===== config.mk =====
export PLATFORM = sky130hd
export DESIGN_NAME = soc_uart_controller
export DESIGN_NICKNAME = d
export VERILOG_FILES = /design/src/rtl/soc_uart_controller_pkg.sv /design/src/rtl/soc_uart_controller_uart.sv /design/src/rtl/soc_uart_controller.sv
export SDC_FILE = /design/constraint.sdc
export NUM_CORES = 1
export LEC_CHECK = 0
export ABC_AREA = 0
export CORE_MARGIN = 8
export CORE_UTILIZATION = 60
export CTS_BUF_LIST = sky130_fd_sc_hd__clkbuf_4
export DETAILED_ROUTE_END_ITERATION = 8
export GPL_ROUTABILITY_DRIVEN = 0
export HOLD_SLACK_MARGIN = 0.12
export PLACE_DENSITY_LB_ADDON = 0.25
export SYNTH_ARGS = -nofsm -noshare
export SYNTH_HDL_FRONTEND = slang
export SYNTH_SLANG_ARGS = --single-unit

===== constraint.sdc =====
create_clock -name clk27 -period 2.19 [get_ports clk27]
set_clock_uncertainty 0.05 [all_clocks]
set_input_delay 0.219 -clock clk27 [delete_from_list [all_inputs] [get_ports clk27]]
set_output_delay 0.219 -clock clk27 [all_outputs]
set_load 0.02 [all_outputs]

===== src/rtl/soc_uart_controller_pkg.sv =====
// soc_uart_controller_pkg
// Shared definitions for the UART bring-up controller: command opcodes,
// UART FSM state encodings and the bit-period helper.
package soc_uart_controller_pkg;

    localparam logic [7:0] CMD_CLK_OFF = 8'h00;
    localparam logic [7:0] CMD_CLK_ON  = 8'h01;
    localparam logic [7:0] CMD_RST_ON  = 8'h02;
    localparam logic [7:0] CMD_RST_OFF = 8'h03;
    localparam logic [7:0] CMD_TX_SOC  = 8'h04;
    localparam logic [7:0] CMD_TX_CTRL = 8'h05;
    localparam logic [7:0] CMD_RX_EN   = 8'h06;
    localparam logic [7:0] CMD_RX_DIS  = 8'h07;

    typedef enum logic [1:0] {
        RX_IDLE,
        RX_START,
        RX_DATA,
        RX_STOP
    } rx_state_e;

    typedef enum logic [1:0] {
        TX_IDLE,
        TX_START,
        TX_DATA,
        TX_STOP
    } tx_state_e;

    function automatic int cycles_per_bit(input int clk_hz, input int bit_rate);
        return clk_hz / bit_rate;
    endfunction

endpackage


===== src/rtl/soc_uart_controller_uart.sv =====
// ctrl_uart
// 8N1 UART receiver and transmitter, LSB first.
// Ports:
//   clk27, reset   clock and synchronous active-high reset
//   i_rx           serial input line
//   o_rx_valid     one-cycle pulse when a frame with a good stop bit arrives
//   o_rx_data      received byte, valid with o_rx_valid
//   i_tx_start     start a transmit of i_tx_data (accepted only when idle)
//   i_tx_data      byte to transmit
//   o_tx           serial output line (idle high)
//   o_tx_busy      transmitter not idle
//
// state    | meaning
// IDLE     | line idle, waiting for falling edge (RX) / start request (TX)
// START    | start bit; RX re-checks it at mid-bit
// DATA     | PAYLOAD_BITS data bits, LSB first
// STOP     | stop bit; RX discards the byte if it samples low
module ctrl_uart
    import soc_uart_controller_pkg::*;
#(
    parameter int CYCLES_PER_BIT = 2812,
    parameter int PAYLOAD_BITS   = 8
) (
    input  logic                    clk27,
    input  logic                    reset,
    input  logic                    i_rx,
    output logic                    o_rx_valid,
    output logic [PAYLOAD_BITS-1:0] o_rx_data,
    input  logic                    i_tx_start,
    input  logic [PAYLOAD_BITS-1:0] i_tx_data,
    output logic                    o_tx,
    output logic                    o_tx_busy
);

    localparam int CW = $clog2(CYCLES_PER_BIT);
    localparam int BW = $clog2(PAYLOAD_BITS);
    localparam logic [CW-1:0] BIT_LOAD  = CW'(CYCLES_PER_BIT - 1);
    localparam logic [CW-1:0] HALF_LOAD = CW'(CYCLES_PER_BIT / 2 - 1);
    localparam logic [BW-1:0] LAST_BIT  = BW'(PAYLOAD_BITS - 1);

    // ---------------- receiver ----------------
    rx_state_e               r_rx_state;
    rx_state_e               w_rx_next;
    logic                    r_rx_meta;
    logic                    r_rx_sync;
    logic                    r_rx_prev;
    logic [CW-1:0]           r_rx_cnt;
    logic [BW-1:0]           r_rx_bit;
    logic [PAYLOAD_BITS-1:0] r_rx_shift;
    logic                    r_rx_valid;
    logic [PAYLOAD_BITS-1:0] r_rx_data;
    logic                    w_rx_tc;

    assign w_rx_tc = (r_rx_cnt == '0);

    // Two-flop synchroniser plus a delayed copy for falling-edge detection.
    always_ff @(posedge clk27) begin
        if (reset) begin
            r_rx_meta <= 1'b1;
            r_rx_sync <= 1'b1;
            r_rx_prev <= 1'b1;
        end else begin
            r_rx_meta <= i_rx;
            r_rx_sync <= r_rx_meta;
            r_rx_prev <= r_rx_sync;
        end
    end

    always_ff @(posedge clk27) begin
        if (reset) r_rx_state <= RX_IDLE;
        else       r_rx_state <= w_rx_next;
    end

    always_comb begin
        w_rx_next = r_rx_state;
        case (r_rx_state)
            RX_IDLE:  if (r_rx_prev && !r_rx_sync) w_rx_next = RX_START;
            RX_START: if (w_rx_tc) w_rx_next = r_rx_sync ? RX_IDLE : RX_DATA;
            RX_DATA:  if (w_rx_tc && (r_rx_bit == LAST_BIT)) w_rx_next = RX_STOP;
            RX_STOP:  if (w_rx_tc) w_rx_next = RX_IDLE;
            default:  w_rx_next = RX_IDLE;
        endcase
    end

    // The first countdown after the edge is half a bit, so every later
    // reload of a full bit period lands on mid-bit.
    always_ff @(posedge clk27) begin
        if (reset) begin
            r_rx_cnt   <= '0;
            r_rx_bit   <= '0;
            r_rx_shift <= '0;
            r_rx_valid <= 1'b0;
            r_rx_data  <= '0;
        end else begin
            r_rx_valid <= 1'b0;
            case (r_rx_state)
                RX_IDLE: begin
                    r_rx_cnt <= HALF_LOAD;
                    r_rx_bit <= '0;
                end
                RX_START: r_rx_cnt <= w_rx_tc ? BIT_LOAD : r_rx_cnt - 1'b1;
                RX_DATA: begin
                    if (w_rx_tc) begin
                        r_rx_cnt   <= BIT_LOAD;
                        r_rx_bit   <= r_rx_bit + 1'b1;
                        r_rx_shift <= {r_rx_sync, r_rx_shift[PAYLOAD_BITS-1:1]};
                    end else begin
                        r_rx_cnt <= r_rx_cnt - 1'b1;
                    end
                end
                RX_STOP: begin
                    if (w_rx_tc) begin
                        if (r_rx_sync) begin
                            r_rx_valid <= 1'b1;
                            r_rx_data  <= r_rx_shift;
                        end
                    end else begin
                        r_rx_cnt <= r_rx_cnt - 1'b1;
                    end
                end
                default: r_rx_cnt <= '0;
            endcase
        end
    end

    assign o_rx_valid = r_rx_valid;
    assign o_rx_data  = r_rx_data;

    // ---------------- transmitter ----------------
    tx_state_e               r_tx_state;
    tx_state_e               w_tx_next;
    logic [CW-1:0]           r_tx_cnt;
    logic [BW-1:0]           r_tx_bit;
    logic [PAYLOAD_BITS-1:0] r_tx_shift;
    logic                    w_tx_tc;

    assign w_tx_tc = (r_tx_cnt == '0);

    always_ff @(posedge clk27) begin
        if (reset) r_tx_state <= TX_IDLE;
        else       r_tx_state <= w_tx_next;
    end

    always_comb begin
        w_tx_next = r_tx_state;
        o_tx      = 1'b1;
        case (r_tx_state)
            TX_IDLE: begin
                if (i_tx_start) w_tx_next = TX_START;
            end
            TX_START: begin
                o_tx = 1'b0;
                if (w_tx_tc) w_tx_next = TX_DATA;
            end
            TX_DATA: begin
                o_tx = r_tx_shift[0];
                if (w_tx_tc && (r_tx_bit == LAST_BIT)) w_tx_next = TX_STOP;
            end
            TX_STOP: begin
                if (w_tx_tc) w_tx_next = TX_IDLE;
            end
            default: w_tx_next = TX_IDLE;
        endcase
    end

    always_ff @(posedge clk27) begin
        if (reset) begin
            r_tx_cnt   <= '0;
            r_tx_bit   <= '0;
            r_tx_shift <= '0;
        end else begin
            case (r_tx_state)
                TX_IDLE: begin
                    r_tx_cnt <= BIT_LOAD;
                    r_tx_bit <= '0;
                    if (i_tx_start) r_tx_shift <= i_tx_data;
                end
                TX_START: r_tx_cnt <= w_tx_tc ? BIT_LOAD : r_tx_cnt - 1'b1;
                TX_DATA: begin
                    if (w_tx_tc) begin
                        r_tx_cnt   <= BIT_LOAD;
                        r_tx_bit   <= r_tx_bit + 1'b1;
                        r_tx_shift <= r_tx_shift >> 1;
                    end else begin
                        r_tx_cnt <= r_tx_cnt - 1'b1;
                    end
                end
                TX_STOP: r_tx_cnt <= r_tx_cnt - 1'b1;
                default: r_tx_cnt <= '0;
            endcase
        end
    end

    assign o_tx_busy = (r_tx_state != TX_IDLE);

endmodule


===== src/rtl/soc_uart_controller.sv =====
// soc_uart_controller
// UART debug controller between the board pins and the SoC: decodes
// single-byte commands to gate the SoC clock, pulse the SoC reset and steer
// the UART pins; every received byte is echoed on the controller TX.
// Ports:
//   clk27, reset   clock and synchronous active-high controller reset
//   serial_rx/tx   board UART pins
//   led_n1         status LED, low while the SoC reset pulse is active
//   soc_tx/soc_rx  SoC UART pins
//   soc_clk        glitch-free gated clk27
//   soc_reset      active-high SoC reset
module soc_uart_controller
    import soc_uart_controller_pkg::*;
#(
    parameter int CLK_HZ       = 27000000,
    parameter int BIT_RATE     = 9600,
    parameter int PAYLOAD_BITS = 8,
    parameter int RESET_CYCLES = 50
) (
    input  logic clk27,
    input  logic reset,
    input  logic serial_rx,
    output logic serial_tx,
    output logic led_n1,
    input  logic soc_tx,
    output logic soc_rx,
    output logic soc_clk,
    output logic soc_reset
);

    localparam int         CPB         = cycles_per_bit(CLK_HZ, BIT_RATE);
    localparam logic [7:0] RESET_LIMIT = 8'(RESET_CYCLES);

    logic                    w_rx_valid;
    logic [PAYLOAD_BITS-1:0] w_rx_data;
    logic                    w_uart_tx;
    logic                    w_tx_busy;
    logic                    w_tx_start;

    logic       r_clk_enable;
    logic       r_soc_reset;
    logic       r_led;
    logic       r_output_sel;
    logic       r_input_sel;
    logic [7:0] r_counter;
    logic       r_clk_en_lat;

    // Echo only when the transmitter is free; otherwise the byte is dropped.
    assign w_tx_start = w_rx_valid && !w_tx_busy;

    ctrl_uart #(
        .CYCLES_PER_BIT (CPB),
        .PAYLOAD_BITS   (PAYLOAD_BITS)
    ) u_uart (
        .clk27      (clk27),
        .reset      (reset),
        .i_rx       (serial_rx),
        .o_rx_valid (w_rx_valid),
        .o_rx_data  (w_rx_data),
        .i_tx_start (w_tx_start),
        .i_tx_data  (w_rx_data),
        .o_tx       (w_uart_tx),
        .o_tx_busy  (w_tx_busy)
    );

    // Pulse counter first; a command decoded in the same cycle is written
    // last and therefore wins.
    always_ff @(posedge clk27) begin
        if (reset) begin
            r_clk_enable <= 1'b1;
            r_soc_reset  <= 1'b0;
            r_led        <= 1'b1;
            r_output_sel <= 1'b0;
            r_input_sel  <= 1'b0;
            r_counter    <= '0;
        end else begin
            if (r_soc_reset) begin
                if (r_counter < RESET_LIMIT) begin
                    r_counter <= r_counter + 8'd1;
                end else begin
                    r_soc_reset <= 1'b0;
                    r_led       <= 1'b1;
                end
            end
            if (w_rx_valid) begin
                case (w_rx_data[7:0])
                    CMD_CLK_OFF: r_clk_enable <= 1'b0;
                    CMD_CLK_ON:  r_clk_enable <= 1'b1;
                    CMD_RST_ON: begin
                        r_soc_reset <= 1'b1;
                        r_led       <= 1'b0;
                        r_counter   <= '0;
                    end
                    CMD_RST_OFF: begin
                        r_soc_reset <= 1'b0;
                        r_led       <= 1'b1;
                    end
                    CMD_TX_SOC:  r_output_sel <= 1'b0;
                    CMD_TX_CTRL: r_output_sel <= 1'b1;
                    CMD_RX_EN:   r_input_sel  <= 1'b0;
                    CMD_RX_DIS:  r_input_sel  <= 1'b1;
                    default: ;
                endcase
            end
        end
    end

    // Integrated clock-gate: the enable can only change while clk27 is low,
    // so the AND below never produces a shortened high phase.
    always_latch begin
        if (!clk27) r_clk_en_lat <= r_clk_enable;
    end

    assign soc_clk   = clk27 & r_clk_en_lat;
    assign soc_reset = r_soc_reset;
    assign led_n1    = r_led;
    assign serial_tx = r_output_sel ? w_uart_tx : soc_tx;
    assign soc_rx    = r_input_sel ? 1'b1 : serial_rx;

endmodule


==> summary.md, run 1 <==
| Metric | Value |
|---|---|
| Layout overhead on the synthesized area | `10.6%` |
| I/O pins | `9` |
| Failing checks | `negative setup slack` |
| Leak | `around 1.6 nW` |
| Register area | `approximately 1500 sq um` |
| Hold Vio Cnt, Final | `0` |
| Core area | `roughly 6000 sq um` |
| Worst-path clk slew | `about 0.13 ns` |
| Routed via count | `slightly below 3k` |
| Die X-Extent | `between 90 and 100 um` |
| IO Port Bufs | `8` |
| Vias in the first global route | `2,836` |
| Detailed placement HPWL | `roughly 5 mm` |
| Slowest CP cell | `dlxtn_1` |
| Post-route cell area | `4140 sq um` |
| Type of origin of the critical path | `latch` |
| Cell area after synthesis | `3750 sq um` |
| Peak VDD IR | `0.608 mV` |
| Clock latency on the worst-skew pair | `between 0.5 and 0.6 ns` |
| Post-synth EDFFs | `0` |
| Largest net degree at the start of global routing | `30` |
| MaxCap Viol Count | `0` |
| CP required | `roughly 1.9 ns` |
| Final Non-Filler Cells | `between 500 and 600` |
| Worst Max-Slew Pin Slew | `around 0.64 ns` |
| Initial DRT Pass Iterations | `4` |
| Crit Path Max Fanout | `1` |
| Syn_nets | `about 440` |
| Final nets | `roughly 460` |
| Arr. time, crit path | `between 2 and 2.5 ns` |
| Detailed router's first-iteration violation count | `roughly 120` |
| # rows | `28` |
| First-pass GRT wire length | `~13 mm` |
| Post-DRT Antenna Nets | `0` |
| Die height | `around 95 um` |
| Initial antenna violation count | `0` |
| Fillers | `approximately 500` |
| Ratio of cells with drive above 1 in the final layout | `roughly 14%` |
| Antenna Cells | `0` |
| Cell Pwr Density | `about 960 nW/um^2` |
| Critical Path Sink Type | `primary output` |
| DRC viols | `0` |
| Critical-path cell list | `and2_1 -> buf_6` |
| Critical path's largest stage delay | `~0.40 ns` |
| Area of the multi-input gates | `between 2000 and 2500 sq um` |
| CTS tree | `built` |
| Drt wl/cell | `about 14 um` |
| Count of different cell masters after synthesis | `between 60 and 70` |
| Synth warn | `0` |
| Post-synthesis register bit count | `between 70 and 80` |
| Placed insts | `496` |
| Post-Route WL | `7.26 mm` |
| Initial Utilization | `between 60% and 70%` |
| Outcome | `complete, but fails checks` |
| WS Path Type | `latch to primary output` |
| Worst hold path class | `input port to flip-flop` |
| RSZ-0062 raised after global routing | `yes` |
| Worst slew margin | `a little under three fifths` |
| Vias per cell | `approximately 5.6` |
| Post-Syn Instances | `422` |
| Async set-reset flop share out of synthesis | `0%` |
| Placed inst area | `a little under 4000 sq um` |
| Avg Inst Size Synth | `slightly below 9 sq um` |
| Total Routing Usage GR | `approximately 18%` |
| Grt ovf | `0` |
| Die footprint | `9030 sq um` |
| Final setup viols | `2` |
| Main synth FF type | `dfxtp_1` |
| Max-slew violation count | `0` |
| Fin worst setup slack | `-0.306 ns` |
cell families (layout without fill, tap and decap cells):
kind of cell / after synthesis / after routing / share of synthesized area [%]
XOR/XNOR: 17 / 17 / 3.97
adder cells (fa/ha/maj): 17 / 17 / 5.68
AND/OR/NAND/NOR: 174 / 174 / 24.5
buffers and inverters: 36 / 56 / 4.41
AO/OA/AOI/OAI: 80 / 80 / 15.1
flip-flops: 75 / 75 / 40.1
latches: 1 / 1 / 0.401
multiplexers: 22 / 22 / 5.91
sequential cells by signal (all words and copies together), names as in the netlist, 2 cells and up, named ones only:
name	count
u_uart.r_tx_shift	8
u_uart.o_rx_data	8
u_uart.r_tx_bit	3
u_uart.r_tx_cnt	12
r_counter	8
u_uart.r_rx_shift	8
u_uart.r_rx_cnt	12
u_uart.r_rx_bit	3
u_uart.r_tx_state	2
metrics by stage:
stage / hold WS, ns / utilization (%) / setup TNS (ns) / worst slack [ns] / power (mW)
after CTS: 0.218 / 68.9 / -0.328 / -0.328 / 3.96
final: 0.238 / 69.2 / -0.306 / -0.306 / 3.97
after global placement: 0.338 / 64.9 / -0.227 / -0.227 / 2.65
after detailed placement: 0.348 / 64.9 / -0.223 / -0.223 / 2.69
after floorplan: 0.273 / - / 0 / 0.245 / 2.46
after global routing: 0.207 / 69.2 / -0.364 / -0.364 / 4.19
final cells by class:
class / instances / share of cell area [%]
well taps: 75 / 2.27
flip-flops and latches: 76 / 36.7
clock inverters: 6 / 3.29
clock buffers: 14 / 2.63
repair buffers: 18 / 3.50
multi-input cells: 310 / 50.0
inverters: 18 / 1.63
synth_stat cells, types with 3 or more instances:
library cell	instances	area (sq um)
a211oi_1	7	52.6
nor2_1	63	236
o31a_1	3	26.3
nand2_1	43	161
mux2i_1	21	210
o21ai_0	10	50.1
nor4_1	3	18.8
clkbuf_1	10	37.5
a21oi_1	36	180
nand3_1	10	50.1
a211oi_2	3	37.5
dfxtp_1	75	1500
nand2b_1	5	31.3
o21a_1	4	30.0
inv_1	18	67.6
buf_2	3	15.0
nor3_1	9	45.0
ha_1	17	213
buf_6	3	33.8
xnor2_1	7	61.3
nand4_1	3	18.8
or3_1	5	31.3
xor2_1	10	87.6
nor2b_1	3	18.8
or2_2	4	25.0
worst paths after layout:
kind,from,to,slack (ns),depth (start not counted)
max,r_clk_en_lat,soc_clk,-0.31,2
max reg2reg,u_uart.r_tx_cnt[0],u_uart.r_tx_cnt[9],0.19,6
min reg2reg,r_clk_enable,r_clk_en_lat,0.38,0
min,serial_rx,u_uart.r_rx_meta,0.24,2
what timing repair did:
| action | CTS | global route |
|---|---|---|
| gates resized for setup | 9 | 8 |
| hold buffers | 1 | 0 |
| endpoints found under the hold margin | 2 | 0 |
| setup endpoints to repair | 3 | 23 |
| buffers inserted | 0 | 1 |
worst max-delay path: cells and delay by family, from the launching register on:
kind / cells / cell delay, ns
latches: 1 / 0.40
AND/OR/NAND/NOR: 1 / 0.12
buffers and inverters: 1 / 0.11
cells in the final DEF, fill, tap and decap left out, types with 8 or more instances in the layout:
cell type,Yosys,routed
dfxtp_1,75,73
nor2_1,63,63
nand2_1,43,43
a21oi_1,36,36
mux2i_1,21,21
inv_1,18,18
ha_1,17,17
clkbuf_4,0,13
nand3_1,10,10
xor2_1,10,10
buf_4,1,10
nor3_1,9,9
o21ai_0,10,8
power breakdown:
group          internal (mW)  switching, mW  total [mW]
Sequential              1.53          0.164        1.69
Combinational          0.401          0.520       0.921
Clock                  0.813          0.544        1.36
per-layer routing:
layer	part of all wire, %	track usage, %	vias up
met4	0.84	5.85	0
li1	-	-	1497
met3	3.7	7.15	7
met5	0	0	-
met2	48	28.7	31
met1	47	20.5	1366
(Power assumes the default switching activity.)
==> inputs of run 2 (changes only) <==
==> constraint.sdc (replaced) <==
create_clock -name clk27 -period 2.9 [get_ports clk27]
set_clock_uncertainty 0.05 [all_clocks]
set_input_delay 0.29 -clock clk27 [delete_from_list [all_inputs] [get_ports clk27]]
set_output_delay 0.29 -clock clk27 [all_outputs]
set_load 0.02 [all_outputs]
==> summary.md, run 2 (same netlist as run 1, synthesis figures left out) <==
| Metric | Value |
|---|---|
| Outcome | `complete, but fails checks` |
| Failing checks | `negative setup slack` |
| Fin worst setup slack | `-0.0259 ns` |
| DRC viols | `0` |
| Die height | `roughly 95 um` |
| IO Port Bufs | `8` |
| Sw Ratio | `about a third` |
| Reg2Reg Setup Slack | `0.54 ns` |
| Vias in the first global route | `about 2.9k` |
| Internal power | `1.69 mW` |
| Worst hold path class | `input port to flip-flop` |
| MaxCap Viol Count | `0` |
| Final setup viols | `2` |
| Initial antenna violation count | `0` |
| Post-DRT Antenna Nets | `0` |
| Clock network fraction of design power | `approximately a quarter` |
| Ratio of cells with drive above 1 in the final layout | `between 10% and 20%` |
| Total negative setup slack | `-0.0259 ns` |
| Slowest CP cell | `dlxtn_1` |
| Arr. time, crit path | `roughly 2.6 ns` |
| Seq pwr share | `49.3%` |
| I/O pins | `9` |
| Layout overhead on the synthesized area | `6.34%` |
| Hold Path End | `u_uart.r_rx_meta` |
| Crit Path Max Fanout | `1` |
| Detailed placement HPWL | `4.98 mm` |
| CTS tree | `built` |
| Detailed router's first-iteration violation count | `164` |
| Vias per cell | `between 5 and 6` |
| Logic pwr share | `about a quarter` |
| Hold Vio Cnt, Final | `0` |
| Critical-path cell list | `and2_4 -> buf_6` |
| Initial Utilization | `62.6%` |
| Post-Route WL | `6.98 mm` |
| Top Registers | `u_uart.r_rx_cnt: 12 flops, u_uart.r_tx_cnt: 12 flops` |
| First-pass GRT wire length | `roughly 13 mm` |
| Drt wl/cell | `about 14 um` |
| Antenna Cells | `0` |
| Die footprint | `between 9000 and 10,000 sq um` |
| Total Routing Usage GR | `~17%` |
| Cells on Worst Hold Path | `2` |
| Placed inst area | `between 3000 and 4000 sq um` |
| Initial DRT Pass Iterations | `4` |
| Grt ovf | `0` |
| Worst-path clk slew | `~0.11 ns` |
| Commonest cells after routing, fill and taps aside | `75 x dfxtp_1, 63 x nor2_1, 43 x nand2_1, 36 x a21oi_1, 21 x mux2i_1` |
| Critical path's largest stage delay | `0.40 ns` |
| Routed via count | `2,878` |
| WS Path Type | `latch to primary output` |
| Core area | `roughly 6000 sq um` |
| Largest net degree at the start of global routing | `23` |
| Worst r2r src | `u_uart.r_rx_cnt[0]` |
| Fillers | `518` |
| WP buf/inv | `1` |
| CP top delay family | `latches` |
| Cell Pwr Density | `approximately 650 nW/um^2` |
| Worst Max-Slew Pin Slew | `between 0.5 and 0.6 ns` |
| Post-route cell area | `about 4000 sq um` |
| Most common cell after layout, fill and taps aside | `dfxtp_1` |
| Die X-Extent | `~95 um` |
| CP required | `roughly 2.6 ns` |
| RSZ-0062 raised after global routing | `yes` |
| Leak | `1.52 nW` |
| Max-slew violation count | `0` |
| Worst Reg2Reg Path Length in Cells | `7` |
| Worst slew margin | `~63%` |
| Clock latency on the worst-skew pair | `around 0.53 ns` |
| Peak VDD IR | `just under 0.5 mV` |
| Sw Pwr | `0.892 mW` |
| # rows | `28` |
| Setup Fix Bufs, Post-CTS | `0` |
| HP Start | `serial_rx` |
| Type of origin of the critical path | `latch` |
| Final nets | `about 450` |
| FF-to-FF End | `u_uart.o_rx_data[5]` |
| Critical Path Sink Type | `primary output` |
[run 2: cell count changes in the layout (fill, tap and decap cells not counted), sizes merged]
cell           delta
buf               -7
bufinv            -4
clkbuf            -1
clkdlybuf4s50     +1
clkinv            +3
clkinvlp          +1
[run 2: power groups by stage]
stage	clock, mW	sequential [mW]	combinational (mW)
2_1_floorplan	0.0298	1.27	0.559
3_3_place_gp	0.0561	1.29	0.639
3_5_place_dp	0.0561	1.29	0.656
4_1_cts	0.662	1.27	0.660
5_1_grt	0.723	1.28	0.755
6_report	0.653	1.27	0.654
[run 2: through the flow]
stage / total power [mW] / instances / utilization (%) / setup slack, ns / hold slack [ns]
floorplan: 1.86 / 422 / - / 0.529 / 0.335
global placement: 1.98 / 491 / 64.2 / 0.0574 / 0.339
detailed placement: 2.01 / 491 / 64.2 / 0.0521 / 0.346
CTS: 2.59 / 510 / 66.5 / -0.0520 / 0.265
global route: 2.76 / 510 / 66.5 / -0.0801 / 0.244
finish: 2.58 / 510 / 66.5 / -0.0259 / 0.287
[run 2: routing by layer]
| metal | vias up | GRT usage [%] | share of wire (%) |
|---|---|---|---|
| li1 | 1486 | - | - |
| met1 | 1346 | 19.8 | 47 |
| met3 | 7 | 5.82 | 3.3 |
| met2 | 39 | 29.3 | 49 |
| met4 | 0 | 6.24 | 0.64 |
| met5 | - | 0 | 0 |
[run 2: how the worst max path moves through the flow]
| stage | start | to | slack (ns) | cells past startpoint |
|---|---|---|---|---|
| final | r_clk_en_lat | soc_clk | -0.03 | 2 |
| after global routing | r_clk_en_lat | soc_clk | -0.08 | 2 |
| after CTS | r_clk_en_lat | soc_clk | -0.05 | 2 |
| after detailed placement | r_clk_en_lat | soc_clk | 0.05 | 2 |
| after global placement | r_clk_en_lat | soc_clk | 0.06 | 2 |
| after floorplan | r_clk_en_lat | soc_clk | 0.53 | 1 |
[run 2: layout make-up]
type                            instances  area (sq um)  area share [%]
Inverter                               18          67.6            1.70
Timing Repair Buffer                   12           105            2.64
Tap cell                               75          93.8            2.35
Multi-Input combinational cell        310          2070            51.9
Clock inverter                          6          32.5           0.816
Sequential cell                        76          1520            38.1
Clock buffer                           13           101            2.54
[run 2: what timing repair did]
item                                   in CTS  in global routing
pin swaps                                   0                  0
setup endpoints to repair                   2                  2
endpoints found under the hold margin       9                  0
hold buffers                                1                  0
gates resized for setup                     6                  1
==> inputs of run 3 (changes only) <==
--- a/config.mk
+++ b/config.mk
@@ -9,10 +9,12 @@
 export CORE_MARGIN = 8
 export CORE_UTILIZATION = 60
 export CTS_BUF_LIST = sky130_fd_sc_hd__clkbuf_4
+export CTS_CLUSTER_SIZE = 25
 export DETAILED_ROUTE_END_ITERATION = 8
 export GPL_ROUTABILITY_DRIVEN = 0
 export HOLD_SLACK_MARGIN = 0.12
 export PLACE_DENSITY_LB_ADDON = 0.25
+export RECOVER_POWER = 50
 export SYNTH_ARGS = -nofsm -noshare
 export SYNTH_HDL_FRONTEND = slang
 export SYNTH_SLANG_ARGS = --single-unit
==> summary.md, run 3 (same netlist as run 1, synthesis figures left out) <==
| Metric | Value |
|---|---|
| WL met1 | `approximately 3.3 mm` |
| Total Routing Usage GR | `about 17%` |
| Vias in the first global route | `~2.9k` |
| Max-slew violation count | `0` |
| Top Registers | `u_uart.r_rx_cnt: 12 flops, u_uart.r_tx_cnt: 12 flops` |
| Ratio of cells with drive above 1 in the final layout | `a little under a tenth` |
| Initial DRT Pass Iterations | `4` |
| Critical Path Sink Type | `primary output` |
| Peak VDD IR | `between 0.4 and 0.5 mV` |
| Cell Pwr Density | `between 600 and 700 nW/um^2` |
| Final setup viols | `2` |
| IO Port Bufs | `8` |
| I/O pins | `9` |
| Drt wl/cell | `about 14 um` |
| Reg2Reg Setup Slack | `0.42 ns` |
| DRC viols | `0` |
| Detailed placement HPWL | `~5.0 mm` |
| Crit Path Max Fanout | `1` |
| Initial Utilization | `a little over three fifths` |
| Routed via count | `approximately 2.9k` |
| Commonest cells after routing, fill and taps aside | `75 x dfxtp_1, 63 x nor2_1, 43 x nand2_1, 37 x a21oi_1, 21 x mux2i_1` |
| Final Non-Filler Cells | `510` |
| Post-Route WL | `7.03 mm` |
| Hold WS | `between 0.2 and 0.3 ns` |
| Post-route cell area | `about 3900 sq um` |
| Final core utilization | `between 60% and 70%` |
| # rows | `28` |
| Arr. time, crit path | `2.59 ns` |
| Dpl ws | `between 0.05 and 0.06 ns` |
| Core area | `around 6000 sq um` |
| Failing checks | `negative setup slack` |
| Leak | `1.50 nW` |
| Type of origin of the critical path | `latch` |
| CP required | `between 2 and 3 ns` |
| Placed insts | `491` |
| Total power | `between 2 and 3 mW` |
| Worst hold path class | `input port to flip-flop` |
| Hold Vio Cnt, Final | `0` |
| Worst Max-Slew Pin Slew | `0.918 ns` |
| Detailed router's first-iteration violation count | `130` |
| Final nets | `between 400 and 500` |
| Placed inst area | `3850 sq um` |
| CTS tree | `built` |
| Post-DRT Antenna Nets | `0` |
| First-pass GRT wire length | `~13 mm` |
| Die height | `95.0 um` |
| Most common cell after layout, fill and taps aside | `dfxtp_1` |
| Total negative setup slack | `-0.0251 ns` |
| Grt ovf | `0` |
| Antenna Cells | `0` |
| Setup Fix Bufs, Post-CTS | `0` |
| Die footprint | `roughly 9000 sq um` |
| Vias per cell | `5.69` |
| Largest net degree at the start of global routing | `23` |
| Fin worst setup slack | `-0.0251 ns` |
| MaxCap Viol Count | `0` |
| Outcome | `complete, but fails checks` |
| Layout overhead on the synthesized area | `5.24%` |
| Worst slew margin | `a little under two fifths` |
| WS Path Type | `latch to primary output` |
| Metal2 WL | `approximately 3.5 mm` |
| Met3 WL | `approximately 220 um` |
| Top sig layer | `met4` |
| Die X-Extent | `between 90 and 100 um` |
| Initial antenna violation count | `0` |
| Clock latency on the worst-skew pair | `approximately 0.53 ns` |
| Worst-path clk slew | `between 0.1 and 0.15 ns` |
| RSZ-0062 raised after global routing | `yes` |
==> run 3: cell count changes in the layout (fill, tap and decap cells not counted), sizes merged <==
cell,before,now
clkdlybuf4s50,6,4
dlygate4sd3,1,3
buf,6,5
clkbuf,12,13
==> run 3: layer usage <==
layer | GRT usage [%] | up-vias
met2 | 29.3 | 38
met5 | 0 | -
met3 | 5.82 | 7
li1 | - | 1491
met1 | 19.8 | 1365
met4 | 6.24 | 0
==> run 3: layout make-up <==
class | count | area [sq um]
multi-input combinational | 310 | 2030
tap | 75 | 93.8
clock buffer | 13 | 101
sequential | 76 | 1520
timing repair buffer | 12 | 104
inverter | 18 | 67.6
fill | 526 | 2050
clock inverter | 6 | 32.5
==> run 3: final timing paths <==
kind,endpoint,startpoint,depth (start not counted)
max,soc_clk,r_clk_en_lat,2
min,u_uart.r_rx_meta,serial_rx,2
max reg2reg,u_uart.r_tx_cnt[9],u_uart.r_tx_cnt[0],6
min reg2reg,r_clk_en_lat,r_clk_enable,0
==> run 3: critical path: stages (launching register included) <==
cell,delay [ns]
dlxtn_1,0.40
and2_4,0.13
buf_6,0.10
==> run 3: power by group <==
| part | total, mW | internal, mW | leakage (nW) | switching [mW] |
|---|---|---|---|---|
| Clock | 0.653 | 0.253 | 0.0772 | 0.400 |
| Combinational | 0.646 | 0.274 | 0.801 | 0.372 |
| Sequential | 1.27 | 1.15 | 0.620 | 0.114 |
| Total | 2.56 | 1.68 | 1.50 | 0.885 |
==> run 3: what timing repair did <==
item                                    in CTS  in global routing
endpoints found under the setup margin       2                  2
hold buffers                                 1                  0
gates resized for setup                      6                  1
endpoints found under the hold margin        9                  0
